## config.mk

```make
export PLATFORM = sky130hd
export DESIGN_NAME = mem_port_arbiter
export DESIGN_NICKNAME = d
export VERILOG_FILES = /design/src/rtl/mem_port_arbiter.sv
export SDC_FILE = /design/constraint.sdc
export NUM_CORES = 1
export LEC_CHECK = 0
export BUFFER_PORTS_ARGS = -buffer_cell sky130_fd_sc_hd__buf_2
export CAP_MARGIN = 30
export CORE_AREA = 2 2 94 96
export CTS_BUF_LIST = sky130_fd_sc_hd__clkbuf_4 sky130_fd_sc_hd__clkbuf_8
export DETAILED_ROUTE_END_ITERATION = 10
export DIE_AREA = 0 0 96 98
export GPL_ROUTABILITY_DRIVEN = 0
export GPL_TIMING_DRIVEN = 0
export PLACE_DENSITY = 0.6
export REMOVE_ABC_BUFFERS = 1
export SYNTH_ARGS = -nofsm -noshare
export SYNTH_HDL_FRONTEND = slang
export SYNTH_SLANG_ARGS = --single-unit
```

## constraint.sdc

```tcl
create_clock -name CLK -period 4.3 [get_ports CLK]
set_input_delay 0.215 -clock CLK [delete_from_list [all_inputs] [get_ports CLK]]
set_output_delay 0.215 -clock CLK [all_outputs]
set_load 0.01 [all_outputs]
```

## src/rtl/mem_port_arbiter.sv

```systemverilog
// mem_port_arbiter: shares one single-port synchronous RAM between instruction and data ports.
// Data wins contention until the instruction port has waited MAX_WAIT cycles.
module mem_port_arbiter #(
  parameter int DATA_WIDTH = 32,
  parameter int MEM_DEPTH  = 1024,
  parameter int MAX_WAIT   = 4,
  parameter int ADDR_W     = $clog2(MEM_DEPTH)
) (
  input  logic                  CLK,
  input  logic                  RESET_N,
  input  logic                  i_req,
  input  logic [31:0]           iaddr,
  output logic                  i_gnt,
  output logic                  i_valid,
  output logic [DATA_WIDTH-1:0] idata,
  input  logic                  d_req,
  input  logic                  d_rw,
  input  logic [31:0]           daddr,
  input  logic [DATA_WIDTH-1:0] ddata_w,
  output logic                  d_gnt,
  output logic                  d_valid,
  output logic [DATA_WIDTH-1:0] ddata_r,
  output logic                  err,
  output logic                  mem_en,
  output logic                  mem_we,
  output logic [ADDR_W-1:0]     mem_addr,
  output logic [DATA_WIDTH-1:0] mem_wdata,
  input  logic [DATA_WIDTH-1:0] mem_rdata
);
  localparam int SW = $clog2(MAX_WAIT + 1);
  typedef enum logic [1:0] {NONE, INSTR, DATA} owner_e;
  owner_e owner_q, owner_d;
  logic [SW-1:0] starve_q, starve_d;
  logic err_q, err_d, wr_q, wr_d;
  logic i_win, d_win, sel_bad;
  logic [31:0] sel_addr;
  // State updates use the ungated wins; the async reset already holds the flops.
  always_comb begin
    i_win     = i_req && (!d_req || starve_q == SW'(MAX_WAIT));
    d_win     = d_req && !i_win;
    i_gnt     = RESET_N && i_win;
    d_gnt     = RESET_N && d_win;
    sel_addr  = d_win ? daddr : iaddr;
    sel_bad   = (sel_addr[1:0] != 2'b00) || (sel_addr >= 32'(4 * MEM_DEPTH));
    mem_en    = (i_gnt || d_gnt) && !sel_bad;
    mem_we    = mem_en && d_gnt && d_rw;
    mem_addr  = sel_addr[ADDR_W+1:2];
    mem_wdata = ddata_w;
    owner_d   = i_win ? INSTR : d_win ? DATA : NONE;
    err_d     = (i_win || d_win) && sel_bad;
    wr_d      = d_win && d_rw;
    starve_d  = i_win ? '0 : (i_req && starve_q != SW'(MAX_WAIT)) ? starve_q + 1'b1 : starve_q;
  end
  always_ff @(posedge CLK or negedge RESET_N) begin
    if (!RESET_N) begin
      owner_q  <= NONE;
      starve_q <= '0;
      err_q    <= 1'b0;
      wr_q     <= 1'b0;
    end else begin
      owner_q  <= owner_d;
      starve_q <= starve_d;
      err_q    <= err_d;
      wr_q     <= wr_d;
    end
  end
  assign i_valid = owner_q == INSTR;
  assign d_valid = owner_q == DATA;
  assign err     = err_q;
  assign idata   = (i_valid && !err_q) ? mem_rdata : '0;
  assign ddata_r = (d_valid && !err_q && !wr_q) ? mem_rdata : '0;
endmodule
```

==> results.md <==
- H-tree Lvls: 1
- Peak VDD IR: 0.0000635 V
- Arr. time, crit path: 2.29 ns
- Number of placed I/O pins: 246
- Wire length per cell: 18.3 um
- Root buf cell: clkbuf_8
- Startpoint types: register
- Layout Area Growth over Synthesis: 63.5%
- End point of the critical path: mem_we
- Synthesized area: between 1000 and 1500 um^2
- Leakage: 1.31 nW
- Total negative slack: 0 ns
- Ranking of synthesized cells by area: and2_1, buf_4, dfrtp_1
- Worst Setup End Kind: primary output
- DRT antenna net count: 0
- First-pass GRT wire length: roughly 10 mm
- CTS Buf Count: 3
- Netlist cell types: 28
- Yosys warning count: 0
- Minimum clock period after layout: approximately 2.5 ns
- Ant diodes: 0
- CTS tree: done
- Worst Path Max Fanout: 13
- Tot Pwr: around 0.33 mW
- P per Cell Area: approximately 150 nW/um^2
- Crit. Startpoint: starve_q[0]$_DFFE_PN0P_
- Worst R2R Start: starve_q[0]$_DFFE_PN0P_
- Endpoints failing hold: 0
- Class of the most critical setup path: register to primary output
- Req. time, crit path: 4.09 ns
- Total GRT Usage: ~15%
- Worst-path clk slew: roughly 0.040 ns
- Largest net degree at the start of global routing: 33
- Later-pin clock latency in the skew report: between 0.2 and 0.25 ns
- Tcrit/Tclk final: 58.2%
- Sink Count: 7
- Synth Instances: 170
- Initial antenna violation count: 1
- DIE HEIGHT: just under 100 um
- FF+latch count, synth: 7
- Die ar.: 9410 um^2
- Pre-antenna DRT Iters: 4
- Vias: approximately 1700
- Fin util: around 25%
- Top cell type's share of synthesized area: approximately a third
- Clock Skews: 0.00431 ns
- Core box area: ~8500 um^2
- Filler Cells Inserted: about 930
- Chip Width: between 90 and 100 um
- Slew HR: 43.4%
- RSZ-0062 raised after global routing: no
- Worst Setup Slack, final: about 1.8 ns
- Fmax: 399 MHz
- Worst r2r dst: wr_q$_DFF_PN0_
- Mean Syn Cell Area: 7.75 um^2
- Worst hold path type: input pin to register
- Starting Density: between 15 and 20%
- Number of global-route vias before repair: approximately 1600
- CTS Buffer Depth: 2
- R2R depth: 6
- Total of max-cap violations: 0
- Max-slew violation count: 0
- Sequential-to-total area share from yosys stat: 13.3%
- Iteration-0 DRC Markers: 22
- Post-Route WL: 7.80 mm
- Worst slew pin tran: 0.848 ns
- Pre-CTS WS: between 2 and 2.5 ns
- PortBufs: 181
- Post-DP HPWL: just over 7 mm
- Run status: finished clean
- Share of layout cells above drive strength 1: 62.9%
- Drt drc: 0
- Post-synth top area cell: and2_1
- # rows: 34
- Layout Nets: ~450
- GRT overflow: 0
- Final setup viols: 0
- Reg2reg setup slack: 2.28 ns
- Vias/cell: ~4
==> registers in the layout, summed over array words and instances (netlist names) <==
name	cells
wr_q	1
err	1
starve_q	3
owner_q	2
==> report_power, final <==
group          switching (mW)  leakage [nW]  internal [mW]
combinational          0.0707          1.19         0.0824
sequential            0.00402        0.0896         0.0719
clock                  0.0289        0.0262         0.0705
total                   0.104          1.31          0.225
==> cell usage after synthesis <==
master and number:
nor3_2 1, o21ai_2 1, nand3_1 3, o21ai_0 4, nand2_1 2, and2_1 67
a21boi_4 1, o21bai_1 1, and4_1 1, dfrtp_1 7, nor2_1 5, buf_6 1
a211oi_1 1, nor3b_2 1, mux2_4 8, clkbuf_1 6, nand4_1 3, buf_4 32
nor4_1 10, nand2b_1 1, inv_1 4, and2b_1 1, nor2b_1 2, o221ai_1 1
o21a_1 1, ha_1 2, mux2_2 2, nor3b_1 1
==> layer usage <==
| layer | up-vias | GRT usage [%] | routed length (um) |
|---|---|---|---|
| met5 | - | 6.11 | 81 |
| met4 | 4 | 4.40 | 201 |
| met3 | 14 | 14.1 | 1610 |
| met2 | 175 | 27.4 | 3740 |
| met1 | 736 | 10.7 | 2170 |
| li1 | 820 | - | - |
==> through the flow <==
step | instances | area, um^2 | hold WS [ns]
4_1_cts | 426 | 2150 | 0.211
5_1_grt | 426 | 2150 | 0.225
3_3_place_gp | 420 | 2080 | 0.0784
2_1_floorplan | 131 | 1040 | -0.0806
3_5_place_dp | 421 | 2100 | 0.0824
6_report | 426 | 2150 | 0.214
==> worst min-delay path by stage <==
stage,start,end,depth (start not counted)
CTS,d_rw,wr_q$_DFF_PN0_,2
global route,d_rw,wr_q$_DFF_PN0_,2
finish,d_rw,wr_q$_DFF_PN0_,2
floorplan,RESET_N,err$_DFF_PN0_,0
global placement,RESET_N,wr_q$_DFF_PN0_,1
detailed placement,RESET_N,wr_q$_DFF_PN0_,1
==> cell type report <==
| class | count | area, um^2 | share of cell area (%) |
|---|---|---|---|
| inverter | 4 | 15.0 | 0.697 |
| tap | 108 | 135 | 6.27 |
| clock buffer | 4 | 48.8 | 2.26 |
| sequential | 7 | 175 | 8.13 |
| timing repair buffer | 183 | 927 | 43.0 |
| multi-input combinational | 120 | 853 | 39.6 |
==> placed cells by master (no fill, tap or decap) <==
master and n:
nor3b_1 1, o21a_1 1, buf_6 1, nand2_1 2, nor3_2 1, ha_1 2, and2b_1 1, o21bai_1 1
nand3_1 3, clkbuf_8 3, mux2_2 2, nand4_1 3, clkbuf_4 1, o21ai_2 1, inv_1 4, o21ai_0 4
nor2_1 5, and2_1 67, dlygate4sd3_1 1, dfrtp_1 7, nor4_1 10, nor3b_2 1, a211oi_1 1, a21boi_4 1
nand2b_1 1, o221ai_1 1, buf_2 181, and4_1 1, nor2b_1 2, mux2_4 8
==> cells by family (layout without fill, tap and decap cells) <==
| kind of cell | after synthesis | after routing | synth area share, % |
|---|---|---|---|
| DFF | 7 | 7 | 13.3 |
| buffers and inverters | 43 | 191 | 21.9 |
| AOI/OAI and AO/OA | 10 | 10 | 5.98 |
| muxes | 10 | 10 | 10.8 |
| and+or+nand+nor | 98 | 98 | 46.1 |
| adders and majority gates | 2 | 2 | 1.90 |
==> what timing repair did <==
action,4_1_cts,5_1_grt
hold buffers,1,0
resized for setup,0,0
setup buffers,0,0
endpoints found under the hold margin,7,0
==> worst max-delay path: stages (launching register included) <==
cell	delay [ns]
dfrtp_1	0.39
inv_1	0.10
ha_1	0.26
a21boi_4	0.10
o21ai_2	0.66
inv_1	0.19
and4_1	0.24
buf_2	0.13
(Power assumes the default switching activity.)
